### src/rtl/vend_pkg.sv
`default_nettype none
// ============================================================================
// Module  : vend_pkg
// Brief   : Shared widths and FSM state encoding for the vending panel arbiter.
// Revision: 1.0
// ============================================================================
package vend_pkg;

    localparam int VEND_ITEM_W = 4;
    localparam int VEND_AMT_W  = 8;
    localparam int TIMEOUT_W   = 8;
    localparam int ST_W        = 3;

    typedef enum logic [ST_W-1:0] {
        ST_IDLE      = 3'd0,
        ST_SEL       = 3'd1,
        ST_WAIT_AMT  = 3'd2,
        ST_PAY       = 3'd3,
        ST_WAIT_DONE = 3'd4,
        ST_RESP      = 3'd5
    } vend_state_t;

endpackage
`default_nettype wire

### src/rtl/vend_rr_arbiter.sv
`default_nettype none
// ============================================================================
// Module  : vend_rr_arbiter
// Brief   : Combinational round-robin pick of the first request at or after ptr.
// Revision: 1.0
// ============================================================================
module vend_rr_arbiter #(
    parameter int N_PANELS = 4,
    parameter int IDX_W    = 2
) (
    input  logic [N_PANELS-1:0] i_req,
    input  logic [IDX_W-1:0]    i_ptr,
    output logic [N_PANELS-1:0] o_grant,
    output logic [IDX_W-1:0]    o_idx,
    output logic                o_any
);

    logic [IDX_W-1:0] w_k;

    always_comb begin
        o_grant = '0;
        o_idx   = '0;
        o_any   = 1'b0;
        w_k     = '0;
        // Walk from the farthest offset back to the pointer so the nearest request wins.
        for (int i = N_PANELS - 1; i >= 0; i--) begin
            w_k = IDX_W'((int'(i_ptr) + i) % N_PANELS);
            if (i_req[w_k]) begin
                o_any        = 1'b1;
                o_idx        = w_k;
                o_grant      = '0;
                o_grant[w_k] = 1'b1;
            end
        end
    end

endmodule
`default_nettype wire

### src/rtl/vend_panel_arbiter.sv
`default_nettype none
// ============================================================================
// Module  : vend_panel_arbiter
// Brief   : Shares one vending core among N panels; sequences the core per order.
// Revision: 1.0
// ============================================================================
module vend_panel_arbiter
    import vend_pkg::*;
#(
    parameter int N_PANELS = 4,
    parameter int ITEM_W   = VEND_ITEM_W,
    parameter int AMT_W    = VEND_AMT_W,
    parameter int TIMEOUT  = 255,
    parameter int IDX_W    = $clog2(N_PANELS)
) (
    input  logic                   clk,
    input  logic                   rst,
    input  logic [N_PANELS-1:0]    req_valid,
    input  logic [N_PANELS*ITEM_W-1:0] req_item,
    input  logic [N_PANELS*ITEM_W-1:0] req_qty,
    input  logic [N_PANELS*AMT_W-1:0]  req_amt,
    output logic [N_PANELS-1:0]    req_ready,
    output logic [N_PANELS-1:0]    rsp_valid,
    output logic                   rsp_error,
    output logic [AMT_W-1:0]       rsp_cost,
    output logic                   busy,
    output logic [IDX_W-1:0]       grant_id,
    output logic                   vm_enable_item,
    output logic                   vm_enable_noi,
    output logic                   vm_enable_amt,
    output logic [ITEM_W-1:0]      vm_selected_item,
    output logic [ITEM_W-1:0]      vm_num_items,
    output logic [AMT_W-1:0]       vm_entered_amount,
    input  logic                   vm_amt_wait,
    input  logic                   vm_done,
    input  logic                   vm_error,
    input  logic [AMT_W-1:0]       vm_cost,
    output logic                   vm_abort
);

    vend_state_t            r_state, w_state_nxt;
    logic [IDX_W-1:0]       r_grant, r_ptr, w_idx;
    logic [N_PANELS-1:0]    r_grant_oh, w_grant_oh;
    logic                   w_any;
    logic [ITEM_W-1:0]      r_item, r_qty;
    logic [AMT_W-1:0]       r_amt, r_cost, w_cap_cost;
    logic                   r_err, w_cap, w_cap_err, w_abort, w_timeout, w_payload_on;
    logic [TIMEOUT_W-1:0]   r_cnt;
    logic [ITEM_W-1:0]      w_item [N_PANELS];
    logic [ITEM_W-1:0]      w_qty  [N_PANELS];
    logic [AMT_W-1:0]       w_amt  [N_PANELS];

    for (genvar gi = 0; gi < N_PANELS; gi++) begin : g_unpack
        assign w_item[gi] = req_item[gi*ITEM_W +: ITEM_W];
        assign w_qty[gi]  = req_qty[gi*ITEM_W +: ITEM_W];
        assign w_amt[gi]  = req_amt[gi*AMT_W +: AMT_W];
    end

    vend_rr_arbiter #(
        .N_PANELS (N_PANELS),
        .IDX_W    (IDX_W)
    ) u_rr (
        .i_req   (req_valid),
        .i_ptr   (r_ptr),
        .o_grant (w_grant_oh),
        .o_idx   (w_idx),
        .o_any   (w_any)
    );

    assign w_timeout = (r_cnt == TIMEOUT_W'(TIMEOUT));

    always_comb begin
        w_state_nxt = r_state;
        w_cap       = 1'b0;
        w_cap_err   = 1'b0;
        w_cap_cost  = '0;
        w_abort     = 1'b0;
        case (r_state)
            ST_IDLE:     if (w_any) w_state_nxt = ST_SEL;
            ST_SEL:      w_state_nxt = ST_WAIT_AMT;
            ST_WAIT_AMT: begin
                if (vm_error) begin
                    w_cap       = 1'b1;
                    w_cap_err   = 1'b1;
                    w_cap_cost  = vm_cost;
                    w_state_nxt = ST_RESP;
                end else if (vm_amt_wait) begin
                    w_state_nxt = ST_PAY;
                end else if (w_timeout) begin
                    w_abort     = 1'b1;
                    w_cap       = 1'b1;
                    w_cap_err   = 1'b1;
                    w_state_nxt = ST_RESP;
                end
            end
            ST_PAY:      w_state_nxt = ST_WAIT_DONE;
            ST_WAIT_DONE: begin
                // Error dominates when done and error coincide.
                if (vm_error || vm_done) begin
                    w_cap       = 1'b1;
                    w_cap_err   = vm_error;
                    w_cap_cost  = vm_cost;
                    w_state_nxt = ST_RESP;
                end else if (w_timeout) begin
                    w_abort     = 1'b1;
                    w_cap       = 1'b1;
                    w_cap_err   = 1'b1;
                    w_state_nxt = ST_RESP;
                end
            end
            ST_RESP:     w_state_nxt = ST_IDLE;
            default:     w_state_nxt = ST_IDLE;
        endcase
    end

    always_ff @(posedge clk) begin
        if (!rst) begin
            r_state    <= ST_IDLE;
            r_ptr      <= '0;
            r_grant    <= '0;
            r_grant_oh <= '0;
            r_item     <= '0;
            r_qty      <= '0;
            r_amt      <= '0;
            r_err      <= 1'b0;
            r_cost     <= '0;
            r_cnt      <= '0;
        end else begin
            r_state <= w_state_nxt;
            if (r_state == ST_IDLE && w_any) begin
                r_grant    <= w_idx;
                r_grant_oh <= w_grant_oh;
                r_item     <= w_item[w_idx];
                r_qty      <= w_qty[w_idx];
                r_amt      <= w_amt[w_idx];
            end
            // The cycle before each wait state clears the timeout count.
            if (r_state == ST_SEL || r_state == ST_PAY)
                r_cnt <= '0;
            else if (r_state == ST_WAIT_AMT || r_state == ST_WAIT_DONE)
                r_cnt <= r_cnt + 1'b1;
            if (w_cap) begin
                r_err  <= w_cap_err;
                r_cost <= w_cap_cost;
            end
            if (r_state == ST_RESP)
                r_ptr <= (r_grant == IDX_W'(N_PANELS - 1)) ? '0 : r_grant + 1'b1;
        end
    end

    assign w_payload_on      = (r_state == ST_SEL) || (r_state == ST_WAIT_AMT) ||
                               (r_state == ST_PAY) || (r_state == ST_WAIT_DONE);
    assign busy              = (r_state != ST_IDLE);
    assign grant_id          = r_grant;
    assign req_ready         = (r_state == ST_SEL)  ? r_grant_oh : '0;
    assign rsp_valid         = (r_state == ST_RESP) ? r_grant_oh : '0;
    assign rsp_error         = (r_state == ST_RESP) && r_err;
    assign rsp_cost          = (r_state == ST_RESP) ? r_cost : '0;
    assign vm_enable_item    = (r_state == ST_SEL);
    assign vm_enable_noi     = (r_state == ST_SEL);
    assign vm_enable_amt     = (r_state == ST_PAY);
    assign vm_selected_item  = w_payload_on ? r_item : '0;
    assign vm_num_items      = w_payload_on ? r_qty  : '0;
    assign vm_entered_amount = w_payload_on ? r_amt  : '0;
    assign vm_abort          = w_abort;

endmodule
`default_nettype wire

### config.mk
export PLATFORM = sky130hd
export DESIGN_NAME = vend_panel_arbiter
export DESIGN_NICKNAME = d
export VERILOG_FILES = /design/src/rtl/vend_pkg.sv /design/src/rtl/vend_rr_arbiter.sv /design/src/rtl/vend_panel_arbiter.sv
export SDC_FILE = /design/constraint.sdc
export NUM_CORES = 1
export LEC_CHECK = 0
export BUFFER_PORTS_ARGS = -buffer_cell sky130_fd_sc_hd__buf_2
export CAP_MARGIN = 0
export CORE_MARGIN = 2
export CORE_UTILIZATION = 28
export DETAILED_ROUTE_END_ITERATION = 16
export HOLD_SLACK_MARGIN = 0.15
export MAX_ROUTING_LAYER = met4
export PLACE_DENSITY_LB_ADDON = 0.15
export SETUP_SLACK_MARGIN = 0.5
export SLEW_MARGIN = 20
export SYNTH_ARGS = -nofsm -noshare
export SYNTH_HDL_FRONTEND = slang
export SYNTH_SLANG_ARGS = --single-unit
export TNS_END_PERCENT = 5
### constraint.sdc
create_clock -name clk -period 3.2 [get_ports clk]
set_clock_uncertainty 0.2 [all_clocks]
set_input_delay 0.16 -clock clk [delete_from_list [all_inputs] [get_ports clk]]
set_output_delay 0.16 -clock clk [all_outputs]
set_load 0.02 [all_outputs]
==> reports/qor.csv <==
stage,metric,value,unit
detailed_routing,via count,3688,
worst_setup_path,critical path data required time,3.15,ns
timing,RSZ-0062 raised after global routing,true,
worst_setup_path,CP arrival,2.61,ns
global_route,first-pass GRT wire length,17.5,mm
floorplanning,I/O Pins,121,
detailed_routing,DR iter-0 viols,226,
detailed_routing,post-route ant nets,0,
clocking,Root Buffer,clkbuf_16,
global_route,gr usage total,0.171,
synthesis,register bit total from synthesis,44,
detailed_routing,routed len/inst,15.1,um
floorplanning,Core Region,11900,um^2
detailed_routing,DRC,0,
global_route,grt ovf,0,
place,buffers added on ports,120,
pwr,P per Cell Area,374,nW/um^2
worst_setup_path,WS Path Type,register to register,
synthesis,"Primary FF master, synth",dfxtp_1,
worst_setup_path,crit end category,register,
place,dpl hpwl,7.92,mm
clocking,htree depth,2,
timing,Final period util,0.834,
pwr,total power,0.00182,W
worst_setup_path,crit path max fanout,11,
pwr,static leakage,2.10,nW
timing,Peak Freq,375,MHz
timing,measured slew at the worst slew-check pin,0.743,ns
worst_setup_path,Reg2Reg Setup Slack,0.53,ns
timing,"Slew Viols, Final",0,
global_route,pin count of the biggest net entering global routing,30,
hold_path,hold crit path type,input pin to register,
timing,total negative setup slack,0,ns
detailed_routing,vias per cell,5.07,
synthesis,Synth Instances,421,
worst_setup_path,kind of cell adding the most delay to the critical path,compound AO/OA/AOI/OAI gates,
floorplanning,Die H,114,um
place,GP Congestion,0.902,
clocking,worst skew pair latency,0.29,ns
clocking,clk slew on worst S/H paths,0.07,ns
timing,final number of setup-violating endpoints,0,
global_route,number of global-route vias before repair,3552,
floorplanning,Initial Util,0.285,
worst_setup_path,WP buf/inv,3,
floorplanning,DIE AREA,13000,um^2
layout,P&R area growth vs syn,43.8,%
layout,share of cells above drive strength 1,0.312,
synthesis,synth unique cells,57,
worst_setup_path,Most common cell on crit path,buf_4,
synthesis,"top cells by area, synth","dfxtp_1 (26%), a211oi_1 (7.1%), and2_1 (6.6%)",
worst_setup_path,CP Cell Sequence,inv_1 -> ha_4 -> mux4_2 -> buf_4 -> o21a_2 -> buf_4 -> a2111oi_4 -> o31ai_1,
worst_setup_path,"slowest stage delay, CP",0.39,ns
clocking,CTS tree,built,
synthesis,register area share after synthesis,0.259,
clocking,CTS buffer count,5,
synthesis,"EDFF count, synth",0,
synthesis,Yosys warnings,0,
run,max cap viols,0,
detailed_routing,Pre-Repair DR Iteration Count,4,
synthesis,Synth Net Count,512,
clocking,CTS sink count,44,
synthesis,mapped cell area,3400,um^2
pwr,Max VDD drop,197,uV
detailed_routing,final WL,11.0,mm
run_status,status,completed,
layout,fin nets,670,
layout,# diodes,0,
worst_setup_path,CP startpoint kind,register,
synthesis,syn_area_per_cell,8.07,um^2
worst_setup_path,Critical-path top delay cell,a2111oi_4,
floorplanning,Die W,114,um
timing,Final Hold Fails,0,
timing,Max-slew headroom,0.492,
floorplanning,# rows,40,
clocking,Longest Clk Path Bufs,2,
synthesis,top-area cell type share of the netlist area,0.259,
timing,Final min period,2.67,ns
synthesis,Yosys top cell by area,dfxtp_1,
layout,"commonest non-fill, non-tap cell in the layout",buf_2,
global_route,initial antenna violation count,0,
synthesis,"FFs w/ async S/R, synth",0,
layout,most frequent cells in the layout,"buf_2 (121), dlygate4sd3_1 (45), dfxtp_1 (43)",
[power by group]
part           switching, W  leakage [nW]  internal, W
sequential        0.0000435         0.361     0.000603
combinational      0.000328          1.66     0.000263
clock              0.000219        0.0808     0.000368
[flip-flops by register name, indices dropped and copies added (netlist names)]
| signal | cells |
|---|---|
| r_amt | 8 |
| r_cnt | 8 |
| r_cost | 8 |
| r_grant_oh | 4 |
| r_item | 4 |
| r_qty | 4 |
| r_state | 3 |
| grant_id | 2 |
| r_ptr | 2 |
| r_err | 1 |
[cells in the mapped netlist, drive strengths merged, types with 13 or more instances]
cell type and instances:
and2 36, a211oi 32, dfxtp 44, clkbuf 13
a2111oi 15, nand2 21, nor2 38, buf 24
o31ai 14, o21ai 17, inv 33, nand3 16
a221oi 14
[repair_timing]
item,in CTS,in global routing
endpoints found under the setup margin,6,27
buffers inserted,0,8
gates resized for setup,6,13
pin swaps,0,2
endpoints found under the hold margin,30,0
hold buffers,45,0
cloned,0,1
[final timing paths]
check / from / endpoint / cells after the start
worst max-delay path: r_ptr[1] / r_qty[2] / 8
worst min-delay path: req_qty[11] / r_qty[3] / 4
worst max register to register: r_ptr[1] / r_qty[2] / 8
worst min register to register: r_item[1] / r_item[1] / 2
[per-stage QoR]
stage / cells / area [um^2] / utilization / setup WS, ns / hold slack, ns
finish: 727 / 4880 / 0.410 / 0.532 / 0.189
global route: 727 / 4880 / 0.410 / 0.457 / 0.211
CTS: 718 / 4740 / 0.398 / 0.489 / 0.191
detailed placement: 665 / 4120 / 0.346 / 0.326 / 0.222
global placement: 665 / 4120 / 0.346 / 0.255 / 0.215
floorplan: 421 / 3410 / - / 0.558 / 0.120
[layout make-up]
type                            instances  area [um^2]
Clock buffer                            6          129
Clock inverter                          2         35.0
Fill cell                            1242         7030
Inverter                               34          128
Multi-Input combinational cell        306         2270
Sequential cell                        44          885
Tap cell                              147          184
Timing Repair Buffer                  188         1250
[cells by family after synthesis]
kind of cell             synth area share
XOR/XNOR                           0.0181
AO/OA/AOI/OAI                       0.328
adder cells (fa/ha/maj)            0.0368
multiplexers                       0.0468
AND/OR/NAND/NOR                     0.214
buffers and inverters              0.0969
flip-flops                          0.259
[routing by layer]
metal  vias to the layer above  global-route usage  share of wire
met1                      1689               0.238           0.49
li1                       1872                   -              -
met3                        14              0.0185          0.036
met4                         0              0.0472          0.017
met2                       113               0.264           0.46
met5                         -                   -              0
[worst register-to-register path: stages, from the launching register on]
cell	delay (ns)
dfxtp_1	0.34
inv_1	0.12
ha_4	0.33
mux4_2	0.34
buf_4	0.21
o21a_2	0.27
buf_4	0.21
a2111oi_4	0.40
o31ai_1	0.12
Power figures use the tool's default switching activity.
